### config.mk
export PLATFORM = sky130hd
export DESIGN_NAME = fetch_decode_seq
export DESIGN_NICKNAME = d
export VERILOG_FILES = /design/src/rtl/fetch_decode_seq.sv
export SDC_FILE = /design/constraint.sdc
export NUM_CORES = 1
export LEC_CHECK = 0
export ABC_CLOCK_PERIOD_IN_PS = 3400
export CORE_ASPECT_RATIO = 1.1
export CORE_UTILIZATION = 44
export CTS_CLUSTER_SIZE = 40
export DETAILED_ROUTE_END_ITERATION = 16
export GPL_TIMING_DRIVEN = 0
export PLACE_DENSITY = 0.87
export SLEW_MARGIN = 10
export SYNTH_ARGS = -nofsm -noshare
export SYNTH_HDL_FRONTEND = slang
export SYNTH_SLANG_ARGS = --single-unit
export TNS_END_PERCENT = 30
### constraint.sdc
create_clock -name pixel_clock -period 3.4 [get_ports pixel_clock]
set_input_delay 0.51 -clock pixel_clock [delete_from_list [all_inputs] [get_ports pixel_clock]]
set_output_delay 0.51 -clock pixel_clock [all_outputs]
set_load 0.005 [all_outputs]
### src/rtl/fetch_decode_seq.sv
// fetch_decode_seq: instruction sequencer sitting directly in front of the ALU.
// It fetches 16-bit words, decodes the opcode byte and owns the A/B accumulators
// and the PC. It hands operands to the ALU with a one-cycle run strobe, then
// writes the ALU results back.
// Optional feature macro: FETCH_IRQ_EN. When defined, an interrupt is taken on
// entry to FETCH. When undefined, irq is ignored and irq_ack stays low.
module fetch_decode_seq #(
    parameter int              PC_W       = 12,
    parameter int              DATA_W     = 16,
    parameter logic [PC_W-1:0] RESET_PC   = 12'h000,
    parameter logic [PC_W-1:0] IRQ_VECTOR = 12'h002
) (
    input  logic              pixel_clock,
    input  logic              reset,
    output logic [PC_W-1:0]   mem_addr,
    output logic              mem_rd,
    input  logic [DATA_W-1:0] mem_rdata,
    input  logic              mem_ready,
    output logic [7:0]        operation,
    output logic [DATA_W-1:0] a,
    output logic [DATA_W-1:0] b,
    output logic [PC_W-1:0]   pc,
    output logic              run,
    input  logic [DATA_W-1:0] alu_a1,
    input  logic [DATA_W-1:0] alu_b1,
    input  logic [PC_W-1:0]   alu_pcnew,
    input  logic              alu_ion,
    input  logic              irq,
    output logic              irq_ack,
    output logic              halted,
    output logic              illegal
);

    // S_IRQ is reachable only when the interrupt feature is built in.
    typedef enum logic [2:0] {
        S_FETCH,
        S_DECODE,
        S_EXEC,
        S_WB,
        S_HALT,
        S_IRQ
    } state_t;

    state_t            state;
    state_t            next_state;
    state_t            fetch_target;
    logic [PC_W-1:0]   pc_reg;
    logic [DATA_W-1:0] acc_a;
    logic [DATA_W-1:0] acc_b;
    logic [DATA_W-1:0] ir;
    logic              rd_q;
    logic              illegal_q;
    logic [7:0]        dec_op;
    logic              dec_alu;
    logic              dec_nop;
    logic              dec_hlt;
    logic              fetch_done;
    logic [PC_W-1:0]   pc_plus1;
    logic              unused_ir_low;

    assign dec_op     = ir[15:8];
    assign dec_alu    = (dec_op >= 8'h71) && (dec_op <= 8'h7D);
    assign dec_nop    = (dec_op == 8'h00);
    assign dec_hlt    = (dec_op == 8'h7F);
    assign fetch_done = (state == S_FETCH) && rd_q && mem_ready;
    assign pc_plus1   = pc_reg + 1'b1;
    assign mem_addr   = pc_reg;
    assign mem_rd     = rd_q;
    assign illegal    = illegal_q;
    assign unused_ir_low = ^ir[7:0];

`ifdef FETCH_IRQ_EN
    // Entering FETCH diverts through S_IRQ when an enabled interrupt is pending.
    always_comb begin
        fetch_target = S_FETCH;
        if (irq && alu_ion) begin
            fetch_target = S_IRQ;
        end
    end
`else
    logic unused_irq_inputs;
    assign unused_irq_inputs = ^{irq, alu_ion, IRQ_VECTOR};

    // Without the interrupt feature every return goes straight to FETCH.
    always_comb begin
        fetch_target = S_FETCH;
    end
`endif

    // State register; reset lands in FETCH.
    always_ff @(posedge pixel_clock or posedge reset) begin
        if (reset) begin
            state <= S_FETCH;
        end else begin
            state <= next_state;
        end
    end

    // Next-state logic and the per-state strobes.
    always_comb begin
        next_state = state;
        run        = 1'b0;
        irq_ack    = 1'b0;
        halted     = 1'b0;
        case (state)
            S_FETCH: begin
                if (fetch_done) begin
                    next_state = S_DECODE;
                end
            end
            S_DECODE: begin
                if (dec_alu) begin
                    next_state = S_EXEC;
                end else if (dec_hlt) begin
                    next_state = S_HALT;
                end else begin
                    next_state = fetch_target;
                end
            end
            S_EXEC: begin
                run        = 1'b1;
                next_state = S_WB;
            end
            S_WB: begin
                next_state = fetch_target;
            end
            S_HALT: begin
                halted = 1'b1;
            end
            S_IRQ: begin
                irq_ack    = 1'b1;
                next_state = S_FETCH;
            end
            default: begin
                next_state = S_FETCH;
            end
        endcase
    end

    // The read request is registered so that reset clears it at once. It is
    // raised whenever the sequencer is about to sit in FETCH.
    always_ff @(posedge pixel_clock or posedge reset) begin
        if (reset) begin
            rd_q <= 1'b0;
        end else begin
            rd_q <= (next_state == S_FETCH);
        end
    end

    // Datapath: instruction capture, operand hand-off, write-back and interrupt entry.
    always_ff @(posedge pixel_clock or posedge reset) begin
        if (reset) begin
            pc_reg    <= RESET_PC;
            acc_a     <= '0;
            acc_b     <= '0;
            ir        <= '0;
            operation <= 8'h00;
            a         <= '0;
            b         <= '0;
            pc        <= '0;
            illegal_q <= 1'b0;
        end else begin
            case (state)
                S_FETCH: begin
                    if (fetch_done) begin
                        ir     <= mem_rdata;
                        pc_reg <= pc_plus1;
                    end
                end
                S_DECODE: begin
                    if (dec_alu) begin
                        operation <= dec_op;
                        a         <= acc_a;
                        b         <= acc_b;
                        pc        <= pc_reg;
                    end else if (!dec_nop && !dec_hlt) begin
                        illegal_q <= 1'b1;
                    end
                end
                S_WB: begin
                    case (operation)
                        8'h71, 8'h72: acc_a <= alu_a1;
                        8'h73:        acc_a <= '0;
                        8'h74:        acc_b <= '0;
                        8'h75, 8'h76, 8'h77: acc_b <= alu_b1;
                        8'h7C, 8'h7D: begin
                            if (alu_pcnew == pc_plus1) begin
                                pc_reg <= alu_pcnew;
                            end
                        end
                        default: ;
                    endcase
                end
`ifdef FETCH_IRQ_EN
                S_IRQ: begin
                    pc_reg <= IRQ_VECTOR;
                    acc_b  <= {{(DATA_W-PC_W){1'b0}}, pc_reg};
                end
`endif
                default: ;
            endcase
        end
    end

endmodule

; Word level (Yosys, flattened, before mapping)
; Index checks and enable logic that the tools add are counted.
[op_classes]
shifts = 0
n_lt_le_gt_ge = 2
mul = 0
muxes = 13
n_eq_ne = 19
n_reduce_logical = 21
add_sub_neg = 1
bitwise = 1
div_mod_pow = 0
[ops]
columns = operator, n
row1 = $eq A8 B7 Y1 const B, 10
row2 = $pmux W16 S2, 2
row3 = $mux W12, 3
row4 = $pmux W12 S2, 1
row5 = $add A12 B1 Y12 const B, 1
row6 = $eq A12 B12 Y1, 1
row7 = $pmux W3 S4, 1
row8 = $mux W3, 3
row9 = $ge A8 B7 Y1 const B, 1
row10 = $le A8 B7 Y1 const B, 1
row11 = $logic_not A8 Y1, 1
row12 = $reduce_and A2 Y1, 4
row13 = $eq A3 B2 Y1 const B, 2
row14 = $eq A3 B3 Y1 const B, 2
row15 = $logic_not A3 Y1, 2
row16 = $ne A2 B2 Y1 const B, 3
row17 = $reduce_bool A2 Y1, 3
row18 = $logic_and A1 B1 Y1, 4
row19 = $reduce_and A4 Y1, 1
row20 = $reduce_or A2 Y1, 2
row21 = $eq A3 B1 Y1 const B, 1
row22 = $mux W1, 3
row23 = $reduce_and A3 Y1, 1
row24 = $reduce_or A3 Y1, 1
row25 = other kinds (2), 3
[totals]
romBits = 0
mem_bits_rw = 0
out_inout_bits = 69
memories = 0
ff_bits = 117
latch_bits = 0

; Longest topological paths before layout
[logic_depth]
word_depth = 6
depth_mapped = 10

; Least setup slack after synthesis
; OpenSTA, ideal clock, no wires.
[synth_timing]
path_type = reg2reg
from = register pc_reg[0] (netlist: mem_addr[0])
to = register pc_reg[1] (netlist: mem_addr[1])
t_required_ns = 3.275
period_less_slack_ns = 2.525
path_stages_with_launch = 11
path_slack_ns = 0.875
arrival_ns = 2.400
path_cell_list = dfrtp_1 ha_1 buf_2 nand3_1 mux2i_1 or4_1 nor4_1 nand4_1 nand2_2 buf_12 mux2_4
[synth_between]
elab_chain_cells = 4
[synth_rtl]
columns = item, line_no
row1 = start: declaration, 47  ; logic [PC_W-1:0] pc_reg;
row2 = start signal: assignment, 167  ; pc_reg <= pc_plus1;
row3 = start signal: assignment, 188  ; pc_reg <= alu_pcnew;
row4 = $add A12 B1 Y12 *, 66  ; assign pc_plus1 = pc_reg + 1'b1;
row5 = $eq A12 B12 Y1, 187  ; if (alu_pcnew == pc_plus1) begin
row6 = $ne A2 B2 Y1 (no line), n/a
row7 = $reduce_and A4 Y1 (no line), n/a
; Every way passes the cells marked *; elsewhere a longest branch is shown, timed or not. The select of a mux whose other input is x is not followed.
; A chain may end at the register's enable or synchronous reset.

; Worst setup path in the final report
[layout_timing]
from = register pc_reg[0] (netlist: mem_addr[0])
to = register pc_reg[7] (netlist: mem_addr[7])
; The elaborated chain is that of the path after synthesis.

==> impl_metrics.json <==
{
  "status": "finished clean",
  "vias": 3839,
  "drive_gt1_share_pct": 16.3,
  "skew_ns": 0.00971,
  "r2r_start": "mem_addr[0]",
  "ant_nets": 0,
  "route.detailed.drc": 0,
  "grt_pass1_wl_um": 18700,
  "synth_nets": 521,
  "nets": 656,
  "cpMostUsedCell": "nand2_2",
  "leakagePower_nw": 3.01,
  "critPathRequiredTime_ns": 3.62,
  "grt-ovfl-total": 0,
  "crit_arrival_ns": 3.11,
  "p_per_area_nw_per_um2": 712,
  "fp.dieW_um": 103,
  "clockBufferDepth": 2,
  "ys_seq_area_share_pct": 55.1,
  "cts_resized": 0,
  "async_flop_share_pct": 100,
  "synth_xor_area_share_pct": 3.64,
  "first_pass_iters": 4,
  "period_needed_ns": 2.89,
  "cts_inserted_buffers": 9,
  "synthMuxAreaShare_pct": 14.2,
  "place_congestion": 0.827,
  "antenna_found_initial": 0,
  "cts.hold.buffers_added": 0,
  "coreArea_um2": 10900,
  "ir_worst_vdd_v": 0.000307,
  "cts.sinks": 109,
  "synth_area_um2": 4950,
  "drv_cap": 0,
  "yosys_warnings": 0,
  "design_power_total_mw": 4.76,
  "slowest_delay_ns": 0.49,
  "die_h_um": 113,
  "cts_tree": "yes",
  "finalWirelength_um": 11400,
  "hold_viol": 0,
  "num_antenna_cells": 0,
  "crit_path_max_fanout": 10,
  "via_per_inst": 5.17,
  "cp-startpoint": "mem_addr[0]",
  "timing.final.ws_setup_ns": 0.511,
  "clock-root-buffer": "clkbuf_16",
  "hp-class": "reg -> reg",
  "path_buf_inv": 2,
  "finalCritPeriodShare_pct": 85.0,
  "synth_top_family_by_area": "simple AND/OR/NAND/NOR gates",
  "fmax_mhz": 346,
  "clkTransAtPathRegs_ns": 0.08,
  "cp_slowest_cell": "dfrtp_1",
  "setup_viol": 0,
  "cts_setup_buffers": 0,
  "final_max_slew_viol_count": 0,
  "ys_ff_latch": 109,
  "clock_tree.htree_level_count": 3,
  "die_area_um2": 11700,
  "synth_edf_count": 0,
  "top_level_ports": 134,
  "pre_cts_slack_ns": 0.325,
  "synthSimpleGateAreaFrac_pct": 18.4,
  "yosys.area_share.adder_pct": 0.253,
  "rsz0062_at_grt": "false",
  "worstPathCellList": "ha_1 > buf_2 > nand2_2 > nor4_4 > xnor2_1 > a2111oi_2 > nand4_1 > nand2_2 > buf_12 > mux2_4",
  "critPathLaunchType": "register",
  "dp_hpwl_um": 8210,
  "cp_top_family": "simple AND/OR/NAND/NOR gates",
  "grt_pass1_vias": 3978,
  "synth_compound_area_share_pct": 5.21,
  "grt_use_total_pct": 20.8,
  "synthFlopType": "dfrtp_1",
  "tightest_slew_ns": 0.764,
  "cp-end-kind": "register",
  "drtIter0Drc": 173,
  "worstHoldStart": "acc_a[2]",
  "fp-row-count": 40,
  "syn_inst": 455,
  "wl_per_cell_um": 15.3,
  "clock_latency_ns": 0.34,
  "area_growth_syn_to_layout_pct": 35.2,
  "grt_max_degree": 66,
  "io_buffer_count": 123,
  "netlist-cell-type-count": 50,
  "slew_headroom_pct": 48.6,
  "start_util_pct": 45.3,
  "crit_type": "reg -> reg",
  "syn-mean-instance-area_um2": 10.9
}
-- final timing paths --
check,cells past startpoint,slack (ns),to
worst max-delay path,10,0.51,mem_addr[7]
min in group asynchronous,2,0.56,b[10]
worst min-delay path,2,0.47,acc_a[2]
worst min register to register,2,0.47,acc_a[2]
max in group asynchronous,3,2.19,pc[2]
worst max register to register,10,0.51,mem_addr[7]
-- synth_stat cells, types with 4 or more instances --
master / instances / area share, %
mux2_4: 8 / 2.4
o21ai_0: 22 / 2.2
nand2_1: 106 / 8.0
nor3_1: 5 / 0.51
nand4_1: 4 / 0.51
clkbuf_1: 17 / 1.3
dfrtp_1: 109 / 55
inv_1: 6 / 0.46
xnor2_1: 12 / 2.1
buf_2: 5 / 0.51
nor2_1: 21 / 1.6
xor2_1: 6 / 1.1
a21oi_1: 11 / 1.1
nand3_1: 20 / 2.0
mux2_2: 50 / 11
-- routing by layer --
metal	global-route usage (%)	wire, um	vias to the layer above
met5	0	0	-
met4	8.17	227	0
met3	4.32	611	18
met1	25.8	4700	1868
li1	-	-	1825
met2	35.3	5810	128
-- power breakdown --
group | internal (mW) | total [mW] | switching, mW
Sequential | 1.64 | 1.90 | 0.264
Combinational | 1.10 | 1.84 | 0.741
Clock | 0.531 | 1.02 | 0.489
Total | 3.27 | 4.76 | 1.49
-- cell usage in the layout, fill, tap and decap left out, types with 2 or more instances in the layout --
cell type	synthesis	layout
mux2i_1	2	2
xor2_1	6	6
clkdlybuf4s50_1	0	123
nor2_1	21	21
nand4_1	4	4
nor2b_1	3	3
buf_4	2	2
mux2_4	8	8
mux2_2	50	50
nor4_1	3	3
nand3b_1	2	2
buf_2	5	5
nand2_1	106	106
clkbuf_16	0	9
dfrtp_1	109	109
a21oi_1	11	11
nor3_1	5	5
inv_6	0	2
o21ai_0	22	22
or2_2	2	2
nand3_2	2	2
nand2_2	2	2
xnor2_1	12	12
clkinv_4	0	4
or3_1	3	3
a31oi_1	3	3
nor3b_1	3	3
clkbuf_1	17	17
inv_1	6	5
nand3_1	20	20
nand2b_1	3	3
-- through the flow --
step	setup TNS, ns	area, um^2	utilization (%)	hold slack (ns)	std cells
after floorplan	0	4950	-	0.435	455
final	0	6690	61.3	0.468	742
after global placement	-151.67	6360	58.3	0.445	725
after detailed placement	0	6390	58.6	0.453	726
after CTS	0	6690	61.3	0.469	742
after global routing	0	6690	61.3	0.486	742
-- logic make-up (layout without fill, tap and decap cells) --
kind of cell             Yosys count  after routing
AND/OR/NAND/NOR                  190            190
flip-flops                       109            109
multiplexers                      60             60
AO/OA/AOI/OAI                     44             44
buffers and inverters             32            172
XOR/XNOR                          19             19
adder cells (fa/ha/maj)            1              1
-- worst reg2reg max path, cell delays in order, from the launching register on --
cell       delay, ns
dfrtp_1         0.49
ha_1            0.18
buf_2           0.19
nand2_2         0.13
nor4_4          0.30
xnor2_1         0.17
a2111oi_2       0.42
nand4_1         0.24
nand2_2         0.20
buf_12          0.16
mux2_4          0.30
-- area by class of cell --
class	count	area [um^2]
well taps	147	184
inverters	6	27.5
multi-input cells	314	2060
plain buffers	26	135
fillers	930	4220
clock inverters	6	55.1
clock buffers	10	239
flip-flops and latches	109	2730
repair buffers	124	1260
No activity file was read; power rests on OpenSTA's default activity.
